===== config.mk =====
export PLATFORM = sky130hd
export DESIGN_NAME = mesi_isc_bcast_sched
export DESIGN_NICKNAME = d
export VERILOG_FILES = /design/src/rtl/mesi_isc_bcast_sched.sv
export SDC_FILE = /design/constraint.sdc
export NUM_CORES = 1
export LEC_CHECK = 0
export BUFFER_PORTS_ARGS = -buffer_cell sky130_fd_sc_hd__buf_2
export CAP_MARGIN = 40
export CELL_PAD_IN_SITES_DETAIL_PLACEMENT = 1
export CELL_PAD_IN_SITES_GLOBAL_PLACEMENT = 1
export CORE_AREA = 2 2 71 140
export CTS_BUF_LIST = sky130_fd_sc_hd__clkbuf_4
export DETAILED_ROUTE_END_ITERATION = 8
export DIE_AREA = 0 0 73 142
export PLACE_DENSITY_LB_ADDON = 0.1
export SLEW_MARGIN = 20
export SYNTH_ARGS = -nofsm -noshare
export SYNTH_HDL_FRONTEND = slang
export SYNTH_SLANG_ARGS = --single-unit

===== constraint.sdc =====
create_clock -name clk -period 7.3 [get_ports clk]
set_input_delay 2.19 -clock clk [delete_from_list [all_inputs] [get_ports clk]]
set_output_delay 2.19 -clock clk [all_outputs]
set_load 0.02 [all_outputs]

===== src/rtl/mesi_isc_bcast_sched.sv =====
// mesi_isc_bcast_sched: serialises WR_BROAD/RD_BROAD requests from four CPU
// main-bus ports into one coherence transaction at a time. Each transaction
// snoops every other CPU and then enables the originating CPU.
// Optional build macro: MESI_ISC_BCAST_RR_EN selects round-robin arbitration;
// when it is undefined the arbiter is fixed priority CPU0 > CPU1 > CPU2 > CPU3.
module mesi_isc_bcast_sched #(
    parameter int unsigned MBUS_CMD_WIDTH = 3,
    parameter int unsigned CBUS_CMD_WIDTH = 3,
    parameter int unsigned ADDR_WIDTH     = 32
) (
    input  logic                      clk,
    input  logic                      rst,
    input  logic [MBUS_CMD_WIDTH-1:0] mbus_cmd0_i,
    input  logic [MBUS_CMD_WIDTH-1:0] mbus_cmd1_i,
    input  logic [MBUS_CMD_WIDTH-1:0] mbus_cmd2_i,
    input  logic [MBUS_CMD_WIDTH-1:0] mbus_cmd3_i,
    input  logic [ADDR_WIDTH-1:0]     mbus_addr0_i,
    input  logic [ADDR_WIDTH-1:0]     mbus_addr1_i,
    input  logic [ADDR_WIDTH-1:0]     mbus_addr2_i,
    input  logic [ADDR_WIDTH-1:0]     mbus_addr3_i,
    output logic                      mbus_ack0_o,
    output logic                      mbus_ack1_o,
    output logic                      mbus_ack2_o,
    output logic                      mbus_ack3_o,
    output logic [ADDR_WIDTH-1:0]     cbus_addr_o,
    output logic [CBUS_CMD_WIDTH-1:0] cbus_cmd0_o,
    output logic [CBUS_CMD_WIDTH-1:0] cbus_cmd1_o,
    output logic [CBUS_CMD_WIDTH-1:0] cbus_cmd2_o,
    output logic [CBUS_CMD_WIDTH-1:0] cbus_cmd3_o,
    input  logic                      cbus_ack0_i,
    input  logic                      cbus_ack1_i,
    input  logic                      cbus_ack2_i,
    input  logic                      cbus_ack3_i,
    output logic                      bcast_busy_o
);

    localparam int unsigned NCPU = 4;
    localparam int unsigned IDXW = 2;

    localparam logic [MBUS_CMD_WIDTH-1:0] MBUS_WR_BROAD = MBUS_CMD_WIDTH'(3);
    localparam logic [MBUS_CMD_WIDTH-1:0] MBUS_RD_BROAD = MBUS_CMD_WIDTH'(4);

    localparam logic [CBUS_CMD_WIDTH-1:0] CBUS_NOP      = CBUS_CMD_WIDTH'(0);
    localparam logic [CBUS_CMD_WIDTH-1:0] CBUS_WR_SNOOP = CBUS_CMD_WIDTH'(1);
    localparam logic [CBUS_CMD_WIDTH-1:0] CBUS_RD_SNOOP = CBUS_CMD_WIDTH'(2);
    localparam logic [CBUS_CMD_WIDTH-1:0] CBUS_EN_WR    = CBUS_CMD_WIDTH'(3);
    localparam logic [CBUS_CMD_WIDTH-1:0] CBUS_EN_RD    = CBUS_CMD_WIDTH'(4);

    typedef enum logic [1:0] {
        ST_IDLE   = 2'd0,
        ST_SNOOP  = 2'd1,
        ST_ENABLE = 2'd2
    } state_t;

    // Per-CPU views of the individual ports
    logic [NCPU-1:0][MBUS_CMD_WIDTH-1:0] mcmd;
    logic [NCPU-1:0][ADDR_WIDTH-1:0]     maddr;
    logic [NCPU-1:0]                     cack;
    logic [NCPU-1:0]                     req;

    assign mcmd  = {mbus_cmd3_i, mbus_cmd2_i, mbus_cmd1_i, mbus_cmd0_i};
    assign maddr = {mbus_addr3_i, mbus_addr2_i, mbus_addr1_i, mbus_addr0_i};
    assign cack  = {cbus_ack3_i, cbus_ack2_i, cbus_ack1_i, cbus_ack0_i};

    // Transaction state
    state_t                              state_q, state_d;
    logic [IDXW-1:0]                     src_q, src_d;
    logic                                wr_q, wr_d;
    logic [NCPU-1:0]                     pend_q, pend_d;
    logic [ADDR_WIDTH-1:0]               addr_q, addr_d;
    logic [NCPU-1:0]                     mack_q, mack_d;
    logic [NCPU-1:0][CBUS_CMD_WIDTH-1:0] cmd_q, cmd_d;
    logic                                busy_q, busy_d;

    // Arbiter result
    logic                                grant_valid;
    logic [IDXW-1:0]                     grant_idx;

    // Only the two broadcast commands count as requests
    always_comb begin
        for (int k = 0; k < NCPU; k++) begin
            req[k] = (mcmd[k] == MBUS_WR_BROAD) || (mcmd[k] == MBUS_RD_BROAD);
        end
    end

`ifdef MESI_ISC_BCAST_RR_EN
    logic [IDXW-1:0] ptr_q, ptr_d;
    logic [IDXW-1:0] cand;

    // Round-robin pick: first requester at or after the pointer, wrapping 3->0
    always_comb begin
        grant_valid = 1'b0;
        grant_idx   = '0;
        cand        = '0;
        for (int i = NCPU - 1; i >= 0; i--) begin
            cand = ptr_q + IDXW'(i);
            if (req[cand]) begin
                grant_valid = 1'b1;
                grant_idx   = cand;
            end
        end
    end
`else
    // Fixed-priority pick: lowest CPU index wins
    always_comb begin
        grant_valid = 1'b0;
        grant_idx   = '0;
        for (int i = NCPU - 1; i >= 0; i--) begin
            if (req[i]) begin
                grant_valid = 1'b1;
                grant_idx   = IDXW'(i);
            end
        end
    end
`endif

    // Next-state, next-transaction and next-output logic
    always_comb begin
        state_d = state_q;
        src_d   = src_q;
        wr_d    = wr_q;
        pend_d  = pend_q;
        addr_d  = addr_q;
        mack_d  = '0;
`ifdef MESI_ISC_BCAST_RR_EN
        ptr_d   = ptr_q;
`endif

        unique case (state_q)
            ST_IDLE: begin
                if (grant_valid) begin
                    state_d           = ST_SNOOP;
                    src_d             = grant_idx;
                    wr_d              = (mcmd[grant_idx] == MBUS_WR_BROAD);
                    addr_d            = maddr[grant_idx];
                    pend_d            = ~(NCPU'(1) << grant_idx);
                    mack_d[grant_idx] = 1'b1;
`ifdef MESI_ISC_BCAST_RR_EN
                    ptr_d             = grant_idx + IDXW'(1);
`endif
                end
            end
            ST_SNOOP: begin
                // Acks on lanes no longer pending (including src) fall out here
                pend_d = pend_q & ~cack;
                if (pend_d == '0) begin
                    state_d = ST_ENABLE;
                end
            end
            ST_ENABLE: begin
                if (cack[src_q]) begin
                    state_d = ST_IDLE;
                end
            end
            default: begin
                state_d = ST_IDLE;
                pend_d  = '0;
            end
        endcase

        for (int k = 0; k < NCPU; k++) begin
            cmd_d[k] = CBUS_NOP;
            if ((state_d == ST_SNOOP) && pend_d[k]) begin
                cmd_d[k] = wr_d ? CBUS_WR_SNOOP : CBUS_RD_SNOOP;
            end else if ((state_d == ST_ENABLE) && (src_d == IDXW'(k))) begin
                cmd_d[k] = wr_d ? CBUS_EN_WR : CBUS_EN_RD;
            end
        end

        busy_d = (state_d != ST_IDLE);
    end

    // State and output registers; reset silently aborts any transaction
    always_ff @(posedge clk) begin
        if (rst) begin
            state_q <= ST_IDLE;
            src_q   <= '0;
            wr_q    <= 1'b0;
            pend_q  <= '0;
            addr_q  <= '0;
            mack_q  <= '0;
            cmd_q   <= '0;
            busy_q  <= 1'b0;
        end else begin
            state_q <= state_d;
            src_q   <= src_d;
            wr_q    <= wr_d;
            pend_q  <= pend_d;
            addr_q  <= addr_d;
            mack_q  <= mack_d;
            cmd_q   <= cmd_d;
            busy_q  <= busy_d;
        end
    end

`ifdef MESI_ISC_BCAST_RR_EN
    // Round-robin pointer register
    always_ff @(posedge clk) begin
        if (rst) begin
            ptr_q <= '0;
        end else begin
            ptr_q <= ptr_d;
        end
    end
`endif

    assign mbus_ack0_o  = mack_q[0];
    assign mbus_ack1_o  = mack_q[1];
    assign mbus_ack2_o  = mack_q[2];
    assign mbus_ack3_o  = mack_q[3];
    assign cbus_cmd0_o  = cmd_q[0];
    assign cbus_cmd1_o  = cmd_q[1];
    assign cbus_cmd2_o  = cmd_q[2];
    assign cbus_cmd3_o  = cmd_q[3];
    assign cbus_addr_o  = addr_q;
    assign bcast_busy_o = busy_q;

endmodule


# ---- After elaboration in Yosys (flattened, before gate mapping)
# Cells that the tools add are included.
dict set report op_classes {
  shifts 1
  reduce_logical 19
  mux 36
  order_cmp 3
  n_bitwise 5
  n_eq_ne 16
}
# operator n
set ops {}
lappend ops {{32-bit binary-select mux with 2-bit select} 1}
lappend ops {{32-bit 2-to-1 mux} 1}
lappend ops {{3-bit 2-to-1 mux} 10}
lappend ops {{2-bit 2-to-1 mux} 10}
lappend ops {{3-bit by 2-bit equality test with 1-bit output, second input constant} 5}
lappend ops {{3-bit equality test, second input constant} 4}
lappend ops {{4-bit one-hot mux with 3 select lines} 1}
lappend ops {{1-bit logical AND} 9}
lappend ops {{2-bit equality test, second input constant} 4}
lappend ops {{1-bit 2-to-1 mux} 8}
lappend ops {{4-bit NOT} 2}
lappend ops {{3-bit binary-select mux with 2-bit select} 1}
lappend ops {{2-bit by 1-bit equality test with 1-bit output, second input constant} 3}
lappend ops {{2-bit by 3-bit < comparator with 1-bit output, second input constant} 2}
lappend ops {{2-bit one-hot mux with 3 select lines} 1}
lappend ops {{4-bit AND} 1}
lappend ops {{2-bit logical NOT} 2}
lappend ops {{4-bit logical NOT} 1}
lappend ops {{1-bit logical OR} 4}
lappend ops {{4-bit 2-to-1 mux} 1}
lappend ops {{1-bit by 2-bit << shifter with 4-bit output, first input constant} 1}
lappend ops {{3-bit OR reduction} 1}
lappend ops {{1-bit binary-select mux with 2-bit select} 1}
lappend ops {{1-bit demux with 2-bit select} 1}
lappend ops {{4 further kinds} 5}
dict set report word_totals {
  register_bits 58
  elab_cells 91
  input_bits 146
}

# ---- Depth between registers and ports, before layout
# Gate-level depths: netlist (run 1).
dict set report depth {
  word_depth 14
  depth_mapped 8
  ltp_nobuf 6
}

# ---- Least setup slack after synthesis (run 1)
# OpenSTA, ideal clock, no wires.
dict set report synth_timing {
  path_kind {input port to flip-flop}
  from {in mbus_cmd3_i[0]}
  to {reg cmd_q (netlist bit cbus_cmd0_o[1])}
  required_ns 7.163
  setup_ns 0.137
  slack_ns 3.480
  path_stages 8
  arrival_time_ns 3.682
  path_cell_list {or3b_1 buf_6 a211oi_1 o32ai_1 a221oi_2 or2_1 buf_6 o32ai_1}
}
dict set report synth_via {
  elab_chain_cells 14
  elab_cells_between_ends 33
  classes_between {eq/ne (5); shift (1); mux (22); bitwise (1); reduce/logical (4)}
}
# item line_no
set synth_rtl {}
lappend synth_rtl {{start, declared} 16} ;# input logic [MBUS_CMD_WIDTH-1:0] mbus_cmd3_i,
lappend synth_rtl {{3-bit by 2-bit equality test with 1-bit output or 3-bit equality test (tied branches)} 82} ;# req[k] = (mcmd[k] == MBUS_WR_BROAD) || (mcmd[k] == MBUS_RD_BROAD);
lappend synth_rtl {{1-bit logical OR} 82}
lappend synth_rtl {{2-bit 2-to-1 mux (4 in a row)} 109} ;# if (req[i]) begin
lappend synth_rtl {{3-bit binary-select mux with 2-bit select} 134} ;# wr_d = (mcmd[grant_idx] == MBUS_WR_BROAD);
lappend synth_rtl {{3-bit 2-to-1 mux (implied by the code)} 134}
lappend synth_rtl {{3-bit by 2-bit equality test with 1-bit output} 134}
lappend synth_rtl {{1-bit 2-to-1 mux} 131} ;# if (grant_valid) begin
lappend synth_rtl {{1-bit 2-to-1 mux} 129} ;# unique case (state_q)
lappend synth_rtl {{3-bit 2-to-1 mux} 166} ;# cmd_d[k] = wr_d ? CBUS_EN_WR : CBUS_EN_RD;
lappend synth_rtl {{3-bit 2-to-1 mux} 165} ;# end else if ((state_d == ST_ENABLE) && (src_d == IDXW'(k))) begin
lappend synth_rtl {{3-bit 2-to-1 mux *} 163} ;# if ((state_d == ST_SNOOP) && pend_d[k]) begin
lappend synth_rtl {{end signal, assigned} 191} ;# cmd_q <= cmd_d;
lappend synth_rtl {{end, declared} 72} ;# logic [NCPU-1:0][CBUS_CMD_WIDTH-1:0] cmd_q, cmd_d;
# Mark *: on every way between the ends. The rest lies on a longest branch, timed or not. The select of a mux whose other input is x is not followed.
# A chain may end at the register's enable or synchronous reset.

# ---- Worst setup path after layout (run 1)
dict set report layout_timing {
  from {in mbus_cmd3_i[0]}
  to {reg cmd_q (netlist bit cbus_cmd1_o[1])}
}
# The elaborated chain is that of the path after synthesis.

==> results of run 1 <==
-- routing by layer --
metal,global-route usage (%),up-vias
met5,0,-
met3,5.31,36
met1,23.3,1699
met2,43.6,168
li1,-,1654
met4,14.8,0
-- stage by stage --
step / worst slack [ns] / power, uW / hold slack, ns / utilization, %
floorplan: 3.48 / 672 / 0.495 / -
global placement: 2.60 / 819 / 0.484 / 41.9
detailed placement: 2.97 / 847 / 0.495 / 42.9
CTS: 3.40 / 1100 / 0.509 / 44.5
global route: 3.28 / 1160 / 0.536 / 44.5
finish: 3.38 / 1090 / 0.504 / 44.5
-- layout make-up --
class	instances	area share, %
repair buffers	201	26.3
flip-flops and latches	58	28.0
clock buffers	10	1.81
inverters	9	0.815
diodes	1	0.0603
multi-input cells	230	38.2
well taps	104	3.14
clock inverters	4	1.66
-- flip-flops by register name, indices dropped and copies added (netlist names) --
signal	flops
cbus_cmd0_o	3
state_q	2
pend_q	4
cbus_addr_o	32
bcast_busy_o	1
cbus_cmd1_o	3
cbus_cmd2_o	3
src_q	2
wr_q	1
cbus_cmd3_o	3
mack_q	4
-- report_power, final --
group          leakage [uW]  internal (uW)  total, uW  switching, uW
Sequential         0.000478            372        403           30.8
Combinational       0.00136            170        434            264
Clock             0.0000798            138        252            114
-- worst max-delay path: cells and delay by family --
kind / cells / cell delay [ns]
AO/OA/AOI/OAI: 2 / 0.61
buffers and inverters: 1 / 0.10
AND/OR/NAND/NOR: 4 / 1.32
-- layout by cell type, fill, tap and decap left out, types with 5 or more instances in the layout --
| cell type | count |
|---|---|
| buf_2 | 194 |
| inv_1 | 9 |
| nand2b_1 | 5 |
| dfxtp_1 | 58 |
| nand2_1 | 9 |
| o32ai_1 | 5 |
| nor2_1 | 44 |
| a21oi_1 | 39 |
| a222oi_1 | 32 |
| clkbuf_4 | 10 |
| a211oi_1 | 33 |
| nor3_1 | 7 |
-- path summary, 6_finish.rpt --
path                                                endpoint  slack (ns)  depth (start not counted)
worst max-delay path               cbus_cmd1_o[1]$_SDFF_PP0_        3.38                          7
worst min-delay path            cbus_addr_o[31]$_SDFFE_PP0P_        0.50                          2
worst max register to register     cbus_cmd2_o[2]$_SDFF_PP0_        5.25                          6
worst min register to register  cbus_addr_o[31]$_SDFFE_PP0P_        0.50                          2
-- cell families after synthesis --
logic type / share of synthesized area (%)
flops: 39.9
mux: 0.775
compound gates: 36.9
buf+inv: 5.68
simple gates: 16.7
==> impl.org, run 1 <==
** Floorplanning
- # IOs :: 195
- Core outline area :: 9320 um^2
- Die Outline Area :: 10400 um^2
- Die Wd :: 73 um
- Initial standard-cell utilization of the core :: 31.2%
- In this run the core area contains 50 standard-cell rows.
- Measured along the y axis, the die boundary spans 142 um.

** STA
- Number of endpoints with negative hold slack in the final report :: 0
- Transition at the pin with the smallest max-transition slack :: 0.812 ns
- Setup repair after global routing left no endpoint under its margin.
- Period Utilization, post-route :: 53.8%
- Headroom to the max-slew limit :: 45.9%
- Setup_tns :: 0 ns
- Clock skew on the completed layout was measured at 0.0177 ns.
- Shortest clock period the worst path allows after layout :: 3.92 ns
- The number of max-slew violations in the final report came to 0.
- Setup violations remaining at the end of the flow were counted as 0.
- Maximum clock frequency :: 0.255 GHz

** Global routing
- The via count of the first global-routing pass came to 3835.
- Global routing finished with a remaining overflow of 0.
- Antenna violations before repair :: 1
- Global-route wire length before repair :: 18900 um
- Global Route Usage Sum :: 23.9%
- Entering global routing, the biggest net connects 35 pins.

** Yosys
- Largest area contributor in the netlist :: dfxtp_1
- List of most frequent post-synthesis cells :: 58 x dfxtp_1, 44 x nor2_1, 40 x a21oi_1
- Post-synth EDFFs :: 0
- Summing every instance area after synthesis gives 2910 um^2.
- Syn_nets :: 471
- Syn Inst Count :: 325
- A synthesized cell averages 8.94 um^2.
- By instance count, the leading cell after synthesis is dfxtp_1.
- Most area-consuming cells after synthesis :: dfxtp_1 40%, a222oi_1 11%, a211oi_1 8.5%
- Synthesis-stage register bit count :: 58
- For this run, the leading register cell type out of synthesis is dfxtp_1.
- Number of warnings issued by yosys :: 0
- Post-synthesis async set-or-reset flop share :: 0%
- Seq/Total Area, Yosys :: 39.9%
- Fraction of post-synthesis cell area in the top cell type by area :: 39.9%
- Yosys mapped the design onto 50 distinct sky130hd cell types.

** Drt
- Before antenna repair, the detailed router went through 5 iterations.
- Antenna-violating nets left :: 0
- Routed wirelength normalized by instance count :: 19.9 um
- Post-detailed-route DRC marker count :: 0
- In the detailed route, the total length drawn on met3 is 740 um.
- Vias per std cell :: 5.76
- M1 wire length :: 4200 um
- First DRT Iteration DRCs :: 226
- Via count :: 3557
- Wire length on met2 :: 6680 um
- Routed wire length :: 12300 um
- Highest signal layer in the routed design :: met4

** Setup path
- For the worst setup path, the data arrival time is 4.23 ns.
- Required arrival time at the worst endpoint :: 7.61 ns
- The worst setup path is captured at a flop.
- The worst setup path is launched from a primary input.
- Origin of the critical flop-to-flop path :: state_q[0]$_SDFF_PP0_
- The largest individual stage delay along the critical path comes from the cell or3b_1.
- Crit Path Class :: in -> reg
- For this run, the slowest stage of the critical path takes 0.56 ns.
- Top fanout value on the critical path :: 8
- Cells along the critical path :: buf_2 > or3b_1 > and4_1 > nand2_1 > o221ai_1 > nand2b_1 > o32ai_1
- Origin of the worst setup path :: mbus_cmd3_i[0]

** Placement
- I/O Buffers :: 194
- Post-DP Area :: 4000 um^2
- Summed over all nets, the half-perimeter wirelength after detailed placement is 9720 um.
- Placer's final routability congestion estimate :: 0.866
- Cell total after placement :: 602

** Clocking
- The H-tree generated during clock tree synthesis spans 3 levels.
- Counting the buffers created by CTS gives 9.
- TritonCTS built the clock tree.
- CTS hold repair buffers :: 0
- Clock latency on the worst-skew pair, taken at its later pin, is 0.41 ns.
- Clk pin slew, worst setup/hold paths :: 0.10 ns
- Sink Count :: 58
- In this run the post-CTS setup repair buffer count came out at 0.
- CTS placed an instance of clkbuf_4 at the clock tree root.
- The number of gates resized after CTS was 0.
- Clock Tree Buf Depth :: 2

** Finish
- The multi-input combinational cells in the finished layout cover a total of 1580 um^2.
- The sequential cells in the finished layout cover a total of 1160 um^2.
- Fill cells in the final layout number 1150.
- Cells with a size suffix above 1 make up 44.7% of the layout.
- The finished cells cover 4150 um^2.
- Final layout net count :: 655
- Signed area change from the synthesized netlist to the final layout :: 42.7%
- Excluding fillers, the count of instances in the completed layout stands at 617.

** Power and ir drop
- Power density normalized to cell area :: 263 nW/um^2
- VDD IR-drop max :: 0.000117 V
- The analysis attributes to cell leakage a power of 0.00192 uW.

** Hold path
- Worst min-delay path class :: reg -> reg
- Hold path startpoint :: cbus_addr_o[31]$_SDFFE_PP0P_

** Run status
- Result of the run :: complete, no violations

** Run
- # Max-Cap Violations :: 0
Note: power is estimated with default switching activity, not from simulation.
==> run 2: changes to the inputs <==
--- a/config.mk
+++ b/config.mk
@@ -9,10 +9,10 @@
 export CAP_MARGIN = 40
 export CELL_PAD_IN_SITES_DETAIL_PLACEMENT = 1
 export CELL_PAD_IN_SITES_GLOBAL_PLACEMENT = 1
-export CORE_AREA = 2 2 71 140
+export CORE_AREA = 2 2 73 145
 export CTS_BUF_LIST = sky130_fd_sc_hd__clkbuf_4
 export DETAILED_ROUTE_END_ITERATION = 8
-export DIE_AREA = 0 0 73 142
+export DIE_AREA = 0 0 75 147
 export PLACE_DENSITY_LB_ADDON = 0.1
 export SLEW_MARGIN = 20
 export SYNTH_ARGS = -nofsm -noshare
==> constraint.sdc (replaced) <==
create_clock -name clk -period 3.65 [get_ports clk]
set_input_delay 1.095 -clock clk [delete_from_list [all_inputs] [get_ports clk]]
set_output_delay 1.095 -clock clk [all_outputs]
set_load 0.02 [all_outputs]
==> run 2 against run 1 <==
Net effect:
- largest cell class unchanged
- global-route usage shrank 3.7 points
- non-clock buffer count increased by 5
- first-iteration DRC count decreased by 9.3%
- critical endpoint is now cbus_cmd0_o[1]$_SDFF_PP0_
- power is 91% higher
- routed wire length decreased by 10%
- register-to-register slack got worse by 3.4 ns
==> impl.org, run 2 (same netlist as run 1, synthesis figures left out) <==
** Run status
- The run finished with clean final reports.

** Setup path
- Data on the critical path arrives at its endpoint at 3.13 ns.
- Worst setup slack for register-to-register paths :: 1.83 ns
- Reg-to-Reg End :: cbus_cmd0_o[1]$_SDFF_PP0_
- STA classifies the critical path endpoint as a flop.
- By startpoint and endpoint, the worst setup path is classified as in -> reg.
- Kind of start point of the critical path :: primary input
- Depth of the most critical reg-to-reg path :: 5
- Origin of the critical flop-to-flop path :: state_q[0]$_SDFF_PP0_
- Required arrival time at the worst endpoint :: 3.97 ns
- Top fanout value on the critical path :: 27

** Drt
- Post-detailed-route DRC marker count :: 0
- For this block, the initial DRC count from the detailed router was 205.
- The pre-antenna-repair detailed-routing pass consisted of 6 iterations.
- The routed layout has 3435 vias.
- Routed wirelength normalized by instance count :: 16.9 um
- Antenna-violating nets left :: 0
- The routed design has 11000 um of wire.
- In the routed layout, each cell is associated on average with a via count of 5.24.

** Global routing
- GR met1 Demand/Resource :: 24.5%
- Met2 Use GR :: 33.5%
- The number of antenna violations at the first check in global routing was 1.
- The via count of the first global-routing pass came to 3434.
- After global routing, the most crowded layer is met2.
- Entering global routing, the biggest net connects 35 pins.
- The first global-routing pass estimated 17200 um of wire.
- For this run, the total global-route usage over all layers was measured as 20.2%.
- In the global route stage, met3 resource usage came out at 5.62%.
- For this run the aggregate overflow at the end of global routing stands at 0.

** Hold path
- Hold-critical path depth :: 2
- The path with the worst hold slack has its endpoint at cbus_addr_o[17]$_SDFFE_PP0P_.
- The worst hold path begins at cbus_addr_o[17]$_SDFFE_PP0P_.
- The worst hold path belongs to the class reg -> reg.

** Clocking
- TritonCTS built the clock tree.
- Hold repair after CTS inserted 0 buffers.
- Post-CTS timing repair inserted 0 buffers for setup.
- For the worst-skew pair, the clock arrives at the later sink with an insertion delay of 0.42 ns.
- CTS root buffer :: clkbuf_4
- Number of clock buffers inserted by TritonCTS :: 9
- No sink is reached through more buffers than the 2 on the longest clock path.
- The H-tree generated during clock tree synthesis spans 3 levels.
- Post_cts resized :: 0
- After clock tree synthesis, the clock-pin slew on the worst setup and hold paths is 0.10 ns.
- Sink Count :: 58

** Placement
- Cell total after placement :: 638
- The congestion estimate from routability-driven global placement came to 0.750.
- Once detailed placement completed, the half-perimeter wirelength came to 8530 um.
- In this run the tool buffered the top-level ports with 194 buffer cells.
- Timing analysis after detailed placement gives a worst setup slack of 0.340 ns.

** Floorplanning
- The total area inside the core boundary comes to 9950 um^2.
- Die Wd :: 75 um
- # IOs :: 195
- Vertical die dimension :: 147 um
- Initial standard-cell utilization of the core :: 29.2%
- Cell Rows :: 52
- Die Outline Area :: 11000 um^2

** Power and ir drop
- Total power after layout :: 2080 uW
- Power density normalized to cell area :: 501 nW/um^2
- For this design the static power due to leakage is 0.00191 uW.
- VDD IR-drop max :: 0.000163 V

** STA
- Period Utilization, post-route :: 77.2%
- For the final routed database, the setup TNS stands at 0 ns.
- In the post-route analysis, the smallest setup slack over all paths is 0.834 ns.
- Pins Over Slew Limit :: 0
- Final setup vio count :: 0
- Between clock sinks in the finished design, the worst skew comes to 0.0127 ns.
- The routed design could run at a clock period as short as 2.82 ns.
- Headroom to the max-slew limit :: 48.6%
- Number of endpoints with negative hold slack in the final report :: 0
- Transition at the pin with the smallest max-transition slack :: 0.769 ns
- Setup repair after global routing left no endpoint under its margin.
- Maximum clock frequency :: 0.355 GHz

** Run
- # Max-Cap Violations :: 0

** Finish
- Final cell count without fillers :: 655
- Final layout net count :: 660
- Leading cell types in the layout, fill and taps excluded :: 194 x buf_2, 58 x dfxtp_1, 44 x nor2_1
- The register with the most flip-flops in the layout has 32 of them.
- The area growth from synthesis to layout is 42.7%.
- Share of final-layout standard cells stronger than drive strength 1 :: 45.3%
- Most common cell after layout, fill and taps aside :: buf_2
[run 2: cell types whose count changed in the layout (fill, tap and decap cells not counted), sizes merged]
cell	previous run	this run
buf	201	206
bufinv	2	1
clkbuf	10	9
clkinv	2	5
clkinvlp	0	1
[run 2: how the worst max path moves through the flow]
stage / startpoint / to / cells past startpoint
floorplan: mbus_cmd3_i[0] / cbus_cmd0_o[1]$_SDFF_PP0_ / 8
global placement: mbus_cmd2_i[2] / cbus_cmd1_o[1]$_SDFF_PP0_ / 7
finish: mbus_cmd2_i[2] / cbus_cmd0_o[1]$_SDFF_PP0_ / 7
detailed placement: mbus_cmd2_i[2] / cbus_cmd0_o[1]$_SDFF_PP0_ / 7
global route: mbus_cmd2_i[2] / cbus_cmd3_o[1]$_SDFF_PP0_ / 7
CTS: mbus_cmd2_i[2] / cbus_cmd0_o[1]$_SDFF_PP0_ / 7
[run 2: final cells by class]
type	instances	area [um^2]
fillers	1271	5810
inverters	9	33.8
well taps	135	169
repair buffers	206	1060
multi-input cells	230	1590
diodes	1	2.50
clock inverters	7	60.1
flip-flops and latches	58	1160
clock buffers	9	67.6
[run 2: critical path, cell delays in order]
cell      delay [ns]
buf_2           0.10
or3b_1          0.28
nand4_4         0.17
o21ai_4         0.65
a221oi_2        0.14
or2_1           0.36
o32ai_1         0.33
[run 2: metal layers]
metal | vias up | share of wire, %
met5 | - | 0
met4 | 0 | 1.9
met3 | 12 | 8.4
met2 | 154 | 49
met1 | 1605 | 40
li1 | 1664 | -
[run 2: through the flow]
stage,utilization (%),hold slack [ns],cell area [um^2]
final,41.7,0.502,4150
after global routing,41.7,0.525,4150
after detailed placement,40.3,0.490,4020
after CTS,41.6,0.505,4140
after global placement,40.3,0.486,4010
after floorplan,-,0.495,2910
[run 2: where the power goes]
| part | switching (uW) | total [uW] | leakage [uW] | internal (uW) |
|---|---|---|---|---|
| Clock | 249 | 450 | 0.0000706 | 201 |
| Combinational | 505 | 827 | 0.00136 | 321 |
| Sequential | 57.1 | 800 | 0.000478 | 743 |
| Total | 812 | 2080 | 0.00191 | 1270 |
